### config.mk
export PLATFORM = sky130hd
export DESIGN_NAME = lock_access_ctrl_flat
export DESIGN_NICKNAME = d
export VERILOG_FILES = /design/src/rtl/lock_access_if.sv /design/src/rtl/lock_access_ctrl.sv /design/src/flat_wrapper.sv
export SDC_FILE = /design/constraint.sdc
export NUM_CORES = 1
export LEC_CHECK = 0
export ABC_AREA = 1
export CORE_ASPECT_RATIO = 0.7
export CORE_MARGIN = 2
export CORE_UTILIZATION = 35
export DETAILED_ROUTE_END_ITERATION = 12
export PLACE_DENSITY = 0.52
export SYNTH_ARGS = -nofsm -noshare
export SYNTH_HDL_FRONTEND = slang
export SYNTH_SLANG_ARGS = --single-unit
### constraint.sdc
create_clock -name clk -period 2.05 [get_ports clk]
set_clock_uncertainty 0.15 [all_clocks]
set_input_delay 0.205 -clock clk [delete_from_list [all_inputs] [get_ports clk]]
set_output_delay 0.205 -clock clk [all_outputs]
set_load 0.05 [all_outputs]
### src/rtl/lock_access_if.sv
// Signal bundle between the keypad checker / door sensor side and the access sequencer.
// The master drives the checker results and the door sensor; the slave drives the door commands.
interface lock_access_if;
    logic       door_status_correct;
    logic       door_status_incorrect;
    logic       door_open;
    logic       keypad_enable;
    logic       keypad_clear;
    logic       unlock;
    logic       lockout;
    logic       alarm;
    logic [2:0] fail_count;

    modport master (
        output door_status_correct, door_status_incorrect, door_open,
        input  keypad_enable, keypad_clear, unlock, lockout, alarm, fail_count
    );

    modport slave (
        input  door_status_correct, door_status_incorrect, door_open,
        output keypad_enable, keypad_clear, unlock, lockout, alarm, fail_count
    );
endinterface

### src/rtl/lock_access_ctrl.sv
// Door access sequencer: timed unlock window, failed-attempt counting with timed lockout,
// sticky door-forced alarm, and keypad gating/clear after every attempt.
module lock_access_ctrl #(
    parameter int UNLOCK_CYCLES  = 50,
    parameter int LOCKOUT_CYCLES = 200,
    parameter int MAX_FAILS      = 3
) (
    input  logic          clk,
    input  logic          reset,
    lock_access_if.slave  bus
);

    localparam int MAX_CYCLES = (UNLOCK_CYCLES > LOCKOUT_CYCLES) ? UNLOCK_CYCLES : LOCKOUT_CYCLES;
    localparam int TW         = $clog2(MAX_CYCLES + 1);

    localparam logic [TW-1:0] UNLOCK_LOAD  = TW'(UNLOCK_CYCLES - 1);
    localparam logic [TW-1:0] LOCKOUT_LOAD = TW'(LOCKOUT_CYCLES - 1);
    localparam logic [2:0]    FAIL_LIMIT   = 3'(MAX_FAILS);

    localparam logic [2:0] IDLE     = 3'd0;
    localparam logic [2:0] UNLOCKED = 3'd1;
    localparam logic [2:0] RELOCK   = 3'd2;
    localparam logic [2:0] FAIL     = 3'd3;
    localparam logic [2:0] LOCKOUT  = 3'd4;

    logic [2:0]    state_q, state_d;
    logic [TW-1:0] timer_q, timer_d;
    logic [2:0]    fail_count_q, fail_count_d;
    logic          alarm_q, alarm_d;
    logic          unlock_q, unlock_d;
    logic          lockout_q, lockout_d;
    logic          keypad_clear_q, keypad_clear_d;
    logic          correct_q, incorrect_q;
    logic          ok_e, bad_e, alarm_clr;

    always_comb begin
        ok_e         = bus.door_status_correct & ~correct_q;
        bad_e        = bus.door_status_incorrect & ~incorrect_q;
        state_d      = state_q;
        timer_d      = timer_q;
        fail_count_d = fail_count_q;
        alarm_clr    = 1'b0;

        case (state_q)
            IDLE: begin
                // A simultaneous good and bad result is treated as a failure.
                if (bad_e) begin
                    state_d = FAIL;
                    if (fail_count_q != 3'd7) begin
                        fail_count_d = fail_count_q + 3'd1;
                    end
                end else if (ok_e) begin
                    state_d      = UNLOCKED;
                    timer_d      = UNLOCK_LOAD;
                    fail_count_d = 3'd0;
                    alarm_clr    = 1'b1;
                end
            end
            UNLOCKED: begin
                // Once the window expires, hold the lock open until the door is shut.
                if (timer_q != '0) begin
                    timer_d = timer_q - 1'b1;
                end else if (!bus.door_open) begin
                    state_d = RELOCK;
                end
            end
            RELOCK: begin
                state_d = IDLE;
            end
            FAIL: begin
                if (fail_count_q >= FAIL_LIMIT) begin
                    state_d = LOCKOUT;
                    timer_d = LOCKOUT_LOAD;
                end else begin
                    state_d = IDLE;
                end
            end
            LOCKOUT: begin
                if (timer_q != '0) begin
                    timer_d = timer_q - 1'b1;
                end else begin
                    state_d      = IDLE;
                    fail_count_d = 3'd0;
                end
            end
            default: begin
                state_d = IDLE;
            end
        endcase

        alarm_d = alarm_q;
        if (alarm_clr) begin
            alarm_d = 1'b0;
        end else if (bus.door_open && (state_q != UNLOCKED)) begin
            alarm_d = 1'b1;
        end

        // Command outputs are registered copies of the next-state decode.
        unlock_d       = (state_d == UNLOCKED);
        lockout_d      = (state_d == LOCKOUT);
        keypad_clear_d = (state_d == RELOCK) || (state_d == FAIL);
    end

    always_ff @(posedge clk or posedge reset) begin
        if (reset) begin
            state_q        <= IDLE;
            timer_q        <= '0;
            fail_count_q   <= 3'd0;
            alarm_q        <= 1'b0;
            unlock_q       <= 1'b0;
            lockout_q      <= 1'b0;
            keypad_clear_q <= 1'b0;
            correct_q      <= 1'b0;
            incorrect_q    <= 1'b0;
        end else begin
            state_q        <= state_d;
            timer_q        <= timer_d;
            fail_count_q   <= fail_count_d;
            alarm_q        <= alarm_d;
            unlock_q       <= unlock_d;
            lockout_q      <= lockout_d;
            keypad_clear_q <= keypad_clear_d;
            correct_q      <= bus.door_status_correct;
            incorrect_q    <= bus.door_status_incorrect;
        end
    end

    assign bus.keypad_enable = (state_q == IDLE);
    assign bus.keypad_clear  = keypad_clear_q;
    assign bus.unlock        = unlock_q;
    assign bus.lockout       = lockout_q;
    assign bus.alarm         = alarm_q;
    assign bus.fail_count    = fail_count_q;

endmodule

### src/flat_wrapper.sv
// flat-port wrapper written by rule: the top's interface ports become plain ports
module lock_access_ctrl_flat 
#(
    parameter int UNLOCK_CYCLES  = 50,
    parameter int LOCKOUT_CYCLES = 200,
    parameter int MAX_FAILS      = 3
)
  (clk, reset, bus_door_status_correct, bus_door_status_incorrect, bus_door_open, bus_keypad_enable, bus_keypad_clear, bus_unlock, bus_lockout, bus_alarm, bus_fail_count);
  lock_access_if bus_i ();
  input  logic clk;
  input  logic reset;
  input wire logic [$bits(bus_i.door_status_correct)-1:0] bus_door_status_correct;
  input wire logic [$bits(bus_i.door_status_incorrect)-1:0] bus_door_status_incorrect;
  input wire logic [$bits(bus_i.door_open)-1:0] bus_door_open;
  output wire logic [$bits(bus_i.keypad_enable)-1:0] bus_keypad_enable;
  output wire logic [$bits(bus_i.keypad_clear)-1:0] bus_keypad_clear;
  output wire logic [$bits(bus_i.unlock)-1:0] bus_unlock;
  output wire logic [$bits(bus_i.lockout)-1:0] bus_lockout;
  output wire logic [$bits(bus_i.alarm)-1:0] bus_alarm;
  output wire logic [$bits(bus_i.fail_count)-1:0] bus_fail_count;
  assign bus_i.door_status_correct = bus_door_status_correct;
  assign bus_i.door_status_incorrect = bus_door_status_incorrect;
  assign bus_i.door_open = bus_door_open;
  assign bus_keypad_enable = bus_i.keypad_enable;
  assign bus_keypad_clear = bus_i.keypad_clear;
  assign bus_unlock = bus_i.unlock;
  assign bus_lockout = bus_i.lockout;
  assign bus_alarm = bus_i.alarm;
  assign bus_fail_count = bus_i.fail_count;
  lock_access_ctrl #(.UNLOCK_CYCLES(UNLOCK_CYCLES), .LOCKOUT_CYCLES(LOCKOUT_CYCLES), .MAX_FAILS(MAX_FAILS)) u_core (.clk(clk), .reset(reset), .bus(bus_i));
endmodule
Yosys cells after proc, flatten, opt, wreduce, memory -nomap -nowiden. Cells that the tools add are included.

Multiplexer cells: 22. Add/sub/neg operators: 2. Reductions and logical operators: 10. Equal/unequal tests: 16. $lt $le $gt $ge: 1. Bitwise operators: 4.

Operators with widths (number): 2-to-1 mux 8 bit (4); 2-to-1 mux 3 bit (10); case mux 8 bit (3 select lines) (1); case mux 3 bit (4 select lines) (1); == test 3 x 2 -> 1 bit (second input constant) (3); nonzero test 8 bit (1); subtractor 8 x 1 -> 8 bit (second input constant) (1); == test 3 x 1 -> 1 bit (second input constant) (2); == test 3 bit (second input constant) (2); inequality test 2 x 1 -> 1 bit (second input constant) (3); inequality test 3 x 1 -> 1 bit (second input constant) (2); inequality test 3 bit (second input constant) (2); case mux 3 bit (2 select lines) (1); 2-to-1 mux 1 bit (5); AND reduction 5 bit (1); inequality test 2 bit (second input constant) (2); AND reduction 4 bit (1); nonzero test 2 bit (2); adder 3 x 1 -> 3 bit (second input constant) (1); greater-or-equal comparator 3 x 2 -> 1 bit (second input constant) (1); logical NOT 3 bit (1); nonzero test 3 bit (1); AND 1 bit (2); inverter 1 bit (2); 3 further kinds (3).

Output and inout bits: 8. Word-level logic and storage cells: 64. Input bits: 5. Register bits after elaboration: 20.

Longest topological paths before layout. Gate-level depths: netlist of run 1.

Word-level depth: 7. Depth in mapped cells: 10. Depth with buffers taken out: 10.

Worst setup path before layout of run 1. OpenSTA, ideal clock, no wires.

Kind: register to register. Start point: register u_core.fail_count_q[0] (netlist: u_core.bus.fail_count[0]). End point: register u_core.fail_count_q[0] (netlist: u_core.bus.fail_count[0]). Arrival time: 1588 ps. Period minus slack after synthesis: 1858 ps. Setup slack: 192 ps. Cell stages (with the launch flop): 7. Library setup time: 119 ps. Required time: 1781 ps. Path buffers: 0. Cells stage by stage: dfrtp_1 -> ha_1 -> ha_1 -> o211ai_1 -> nand3_1 -> nand2_1 -> nand2_1.

Longest elaborated chain between the ends: 4. Elaborated cells between the ends (all ways): 7. Classes of those cells: 1 x add/sub; 2 x eq/ne; 3 x mux; 1 x reduce/logical.

RTL lines: from (decl) (RTL line lock_access_ctrl.sv:28) `logic [2:0] fail_count_q, fail_count_d;`; from (signal assigned) (RTL line lock_access_ctrl.sv:118) `fail_count_q <= fail_count_d;`; adder 3 x 1 -> 3 bit (RTL line lock_access_ctrl.sv:50) `fail_count_d = fail_count_q + 3'd1;`; 2-to-1 mux 3 bit (RTL line lock_access_ctrl.sv:49) `if (fail_count_q != 3'd7) begin`; 2-to-1 mux 3 bit (RTL line lock_access_ctrl.sv:47) `if (bad_e) begin`; case mux 3 bit (2 select lines) (RTL line lock_access_ctrl.sv:44) `case (state_q)`.

Parallel ways exist; a longest one is shown, timed or not. The select of a mux whose other input is x is not followed. A chain may end at the register's enable or synchronous reset.

Worst setup path in the final report of run 1.
Start point: register u_core.fail_count_q[0] (netlist: u_core.bus.fail_count[0]). End point: output port bus_fail_count[0].

RTL lines: to (decl) (RTL line flat_wrapper.sv:20) `output wire logic [$bits(bus_i.fail_count)-1:0] bus_fail_count;`.

No word-level cell between the ends.

==> results of run 1 <==
## area by class of cell
cell class              instances  area share, %
flip-flops and latches         20           35.2
well taps                      38           3.35
repair buffers                 14           9.33
inverters                      27           7.13
multi-input cells             115           40.0
clock inverters                 1           2.11
clock buffers                   3           2.90
## cell families (layout without fill, tap and decap cells)
family / count (synthesis) / count (layout) / synth area share [%]
DFF: 20 / 20 / 42.4
buffers and inverters: 28 / 45 / 9.53
AOI/OAI and AO/OA: 14 / 14 / 7.20
adders and majority gates: 5 / 5 / 5.30
and+or+nand+nor: 96 / 96 / 35.6
## flip-flops by register name (all words and copies together), names as in the netlist
register,cells
u_core.timer_q,8
u_core.bus.fail_count,3
u_core.state_q,3
u_core.bus.alarm,1
u_core.bus.keypad_clear,1
u_core.bus.lockout,1
u_core.bus.unlock,1
u_core.correct_q,1
u_core.incorrect_q,1
## per-stage QoR
step                utilization, %  cells  setup slack, ps  hold slack, ps
finish                        44.5    218              203             119
floorplan                        -    163              192            18.8
global placement              42.3    214              217             367
CTS                           44.5    218              191             128
global route                  44.5    218             79.7             135
detailed placement            42.3    214              186             358
## cells in the final DEF, fill, tap and decap left out
cell type,instances
o22ai_1,3
ha_1,5
o211ai_1,1
dfrtp_1,20
nor3_1,3
a21oi_1,1
buf_4,3
nor2_4,1
nand3_2,2
nand2_1,54
o21ai_0,4
a22oi_1,1
nor2_1,17
nand2_2,2
nor2_2,3
nand3_1,9
clkbuf_8,3
inv_1,25
nand4_1,5
o21ai_2,1
o21bai_1,1
clkdlybuf4s50_1,11
inv_2,2
bufinv_16,1
o21ai_1,2
## power breakdown
group	switching (mW)	internal, mW	leakage (nW)	total [mW]
Sequential	0.139	0.521	0.254	0.660
Clock	0.133	0.261	0.0357	0.393
Combinational	0.780	0.385	0.484	1.17
Total	1.05	1.17	0.774	2.22
## per-layer routing
metal	track usage (%)	up-vias
met3	4.62	2
li1	-	552
met2	19.2	25
met4	2.73	0
met1	22.5	458
met5	0	-
## path summary, 6_finish.rpt
path                       cells after the start                 to                     start  slack [ps]
hold / removal                                 3  u_core.timer_q[6]                     reset         120
hold reg to reg                                2   u_core.bus.alarm          u_core.bus.alarm         370
max in group asynchronous                      3  u_core.state_q[2]                     reset        1420
min in group clk                               1   u_core.correct_q   bus_door_status_correct         270
setup / recovery                               1  bus_fail_count[0]  u_core.bus.fail_count[0]         200
setup reg to reg                              10  u_core.timer_q[5]  u_core.bus.fail_count[0]         240
==> metrics.md, run 1 <==
| Metric | Value |
|---|---|
| Met2 WL | 958 um |
| Largest net degree at the start of global routing | 21 |
| Unrepaired setup endpoints after global routing | no |
| Most common cell in the netlist | nand2_1 |
| DR top layer | met4 |
| Avg Cell Area, Syn | between 7 and 8 um2 |
| Mapped Area | 1180 um2 |
| Crit path max fanout | 5 |
| P&R area growth vs syn | 20.3% |
| Yosys top cell area share | a little over two fifths |
| Core Area | 3190 um2 |
| Final-layout fill cell count | ~330 |
| Num CTS Buffers | 3 |
| Sink Count | 20 |
| Pwr dens | roughly 1600 nW/um2 |
| M1 wire length | 1360 um |
| H-tree lvl count | 1 |
| CP Launch Type | flop |
| VDD IR max | 0.694 mV |
| DPL Wire Length | 1910 um |
| Buf+Inv Stages, Crit Path | 1 |
| First-pass DRT Iterations | 4 |
| Area occupied by multi-input gates | ~570 um2 |
| GRT overflow | 0 |
| Die W | 73.4 um |
| Post-CTS Setup Bufs | 0 |
| Ys flop type | dfrtp_1 |
| Die Y | 52.6 um |
| Clock-pin slew on the worst setup and hold paths | 80 ps |
| Final Setup Violations | 0 |
| Leakage | 0.774 nW |
| CTS root buffer | clkbuf_8 |
| Fin. Hold Viols | 0 |
| Setup crit end kind | primary output |
| Initial DRC Count | 80 |
| Pwr Total | 2.22 mW |
| Ys Warns | 0 |
| Fin crit period | 1850 ps |
| EDFF count, synth | 0 |
| Top cell type by total area after synthesis | dfrtp_1 |
| Layout cells sized above 1 | about a tenth |
| Initial Util | 37.0% |
| Placer congestion estimate | 0.844 |
| Vias in the first global route | ~900 |
| Synth cell types | 22 |
| Antenna viol nets, final | 0 |
| Post-CTS sizing | 0 |
| Setup_tns | 0 ps |
| # nets final | 191 |
| Sequential cell area | 500 um2 |
| Max Cap Viol | 0 |
| Ys async rst share | 100% |
| Synth Net Count | 173 |
| Worst path required time | 1690 ps |
| Setup CP Type | flop to primary output |
| Routed vias/inst | 4.76 |
| GR Util All Layers | 14.5% |
| Top cell family by delay on the critical path | buffers and inverters |
| Vias | around 1.0k |
| Worst skew pair latency | 260 ps |
| Actual slew at the worst max-slew pin | 494 ps |
| Die ar. | 3860 um2 |
| Max Fclk | 542 MHz |
| Sequential share of the synthesized area | a little over two fifths |
| Post-synth top cells | nand2_1, inv_1, dfrtp_1 |
| Initial antenna violation count | 0 |
| Worst path cell trace | clkdlybuf4s50_1 |
| Max-slew headroom | between 60% and 70% |
| WL/cell | between 10 and 15 um |
| DRC viols | 0 |
| Met3 WL post-DR | 129 um |
| Placed Area | 1350 um2 |
| Rows | 17 |
| First-pass GRT wire length | 4170 um |
| Max clock buf depth | 2 |
| CTS tree | yes |
| Register bit total from synthesis | 20 |
| Total Routed Length | 2460 um |
| # IOs | 13 |
| Hold Crit Class | input pin to asynchronous set/reset pin |
| Critical path arrival | between 1000 and 1500 ps |
| CP max stage delay | 820 ps |
| Gate Count Post-Synth | 163 |
| CTS Hold Buffers Added | 0 |
| Synth top area cells | dfrtp_1, nand2_1, inv_1 |
| Port buffer count | 12 |
| Post-route clock period utilization | 90.1% |
| CP max-delay cell | clkdlybuf4s50_1 |
| Status | completed |
| Max Slew Vio Count | 0 |
| Fin area | 1420 um2 |
| ANT cells | 0 |
Power figures use the tool's default switching activity.
==> run 2: changes to the inputs <==
--- a/config.mk
+++ b/config.mk
@@ -10,7 +10,9 @@
 export CORE_MARGIN = 2
 export CORE_UTILIZATION = 35
 export DETAILED_ROUTE_END_ITERATION = 12
+export HOLD_SLACK_MARGIN = 0.15
 export PLACE_DENSITY = 0.52
+export RECOVER_POWER = 50
 export SYNTH_ARGS = -nofsm -noshare
 export SYNTH_HDL_FRONTEND = slang
 export SYNTH_SLANG_ARGS = --single-unit
==> metrics.md, run 2 (synthesis results as in run 1) <==
| Metric | Value |
|---|---|
| Vias | 1048 |
| Initial Util | 37.0% |
| Status | completed |
| Max Slew Vio Count | 0 |
| Die Y | 52.6 um |
| CTS tree | yes |
| Commonest non-fill, non-tap cell in the layout | nand2_1 |
| Layout cells sized above 1 | 9.39% |
| Layout Cells excl Fill | 219 |
| Max Fclk | 542 MHz |
| Unrepaired setup endpoints after global routing | no |
| Die ar. | 3860 um2 |
| CTS root buffer | clkbuf_8 |
| H-tree lvl count | 1 |
| Hold Crit Class | flop to flop |
| Setup CP Type | flop to primary output |
| Most frequent cells in the layout | nand2_1, inv_1, dfrtp_1 |
| Rows | 17 |
| DRC viols | 0 |
| Pwr Total | about 2.2 mW |
| Largest net degree at the start of global routing | 21 |
| Die W | ~73 um |
| Fin crit period | 1850 ps |
| Num CTS Buffers | 3 |
| Antenna viol nets, final | 0 |
| Max reg flops | 8 |
| Buf+Inv Stages, Crit Path | 1 |
| Max-slew headroom | 65.9% |
| Setup crit end kind | primary output |
| # nets final | 192 |
| First-pass GRT wire length | between 4000 and 5000 um |
| CP max-delay cell | clkdlybuf4s50_1 |
| GR Util All Layers | 14.6% |
| Pwr dens | 1550 nW/um2 |
| Worst path required time | 1690 ps |
| Post-CTS Setup Bufs | 0 |
| Routed vias/inst | 4.79 |
| Leakage | 0.778 nW |
| P&R area growth vs syn | 20.8% |
| DP Cell Count | around 210 |
| Worst path cell trace | clkdlybuf4s50_1 |
| Total Routed Length | 2470 um |
| VDD IR max | 0.692 mV |
| Crit path max fanout | 5 |
| ANT cells | 0 |
| Top reg by flops | u_core.timer_q |
| Vias in the first global route | around 920 |
| Final Setup Violations | 0 |
| Critical path arrival | 1490 ps |
| Core Area | approximately 3200 um2 |
| Port buffer count | 12 |
| Actual slew at the worst max-slew pin | 511 ps |
| GRT overflow | 0 |
| Fin. Hold Viols | 0 |
| CP Launch Type | flop |
| WL/cell | 11.3 um |
| Sink Count | 20 |
| Max clock buf depth | 2 |
| CP max stage delay | 820 ps |
| Initial DRC Count | 84 |
| # IOs | 13 |
| Worst skew pair latency | 260 ps |
| First-pass DRT Iterations | 4 |
| DPL Wire Length | between 1500 and 2000 um |
| Post-route clock period utilization | 90.0% |
| Max Cap Viol | 0 |
| Top cell family by delay on the critical path | buffers and inverters |
| Clock-pin slew on the worst setup and hold paths | 80 ps |
| Placer congestion estimate | 0.844 |
| Setup_tns | 0 ps |
| Initial antenna violation count | 0 |
[run 2: cell count changes in the layout (fill, tap and decap cells not counted)]
cell,before,now
buf_4,3,2
clkbuf_2,0,1
clkdlybuf4s50_1,11,8
dlygate4sd3_1,0,4
nor2_1,17,18
nor2_2,3,2
[run 2: tightest hold or removal path: cells and delay by family, from the launching register on]
family / cells / cell delay, ps
buffers and inverters: 1 / 50
AO/OA/AOI/OAI: 1 / 80
flip-flops: 1 / 350
[run 2: routing by layer]
metal | vias up | wire [um] | part of all wire [%] | global-route usage [%]
met2 | 29 | 967 | 39 | 19.5
met5 | - | 0 | 0 | 0
met3 | 2 | 143 | 5.8 | 4.62
li1 | 553 | - | - | -
met1 | 464 | 1360 | 55 | 22.5
met4 | 0 | 7 | 0.28 | 2.73
[run 2: path summary, 6_finish.rpt]
kind / start / to / slack [ps] / cells after the start
worst max-delay path: u_core.bus.fail_count[0] / bus_fail_count[0] / 200 / 1
worst min register to register: u_core.bus.alarm / u_core.bus.alarm / 370 / 2
worst min-delay path: u_core.bus.alarm / u_core.bus.alarm / 370 / 2
min in group asynchronous: reset / u_core.timer_q[6] / 890 / 4
worst max register to register: u_core.bus.fail_count[0] / u_core.timer_q[5] / 240 / 10
max in group asynchronous: reset / u_core.state_q[2] / 520 / 4
[run 2: final cells by class]
cell class | instances | area, um2
sequential | 20 | 500
multi-input combinational | 115 | 566
clock inverter | 1 | 30.0
timing repair buffer | 15 | 140
clock buffer | 3 | 41.3
fill | 327 | 1760
inverter | 27 | 101
tap | 38 | 47.5
[run 2: stage by stage]
stage	instance area (um2)	setup slack (ps)	util, %	hold WS, ps
after global placement	1350	217	42.3	367
after CTS	1430	191	44.9	274
after detailed placement	1350	186	42.3	358
final	1430	205	44.7	371
after global routing	1430	79.7	44.7	396
after floorplan	1180	192	-	18.8
[run 2: what timing repair did]
action / in CTS / in global routing
endpoints found under the hold margin: 20 / 0
resized for setup: 0 / 0
hold buffers: 1 / 0
setup endpoints to repair: 0 / 0
[run 2: report_power, final]
part	total (mW)	switching, mW	internal [mW]
Sequential	0.659	0.138	0.521
Combinational	1.16	0.780	0.383
Clock	0.393	0.132	0.260
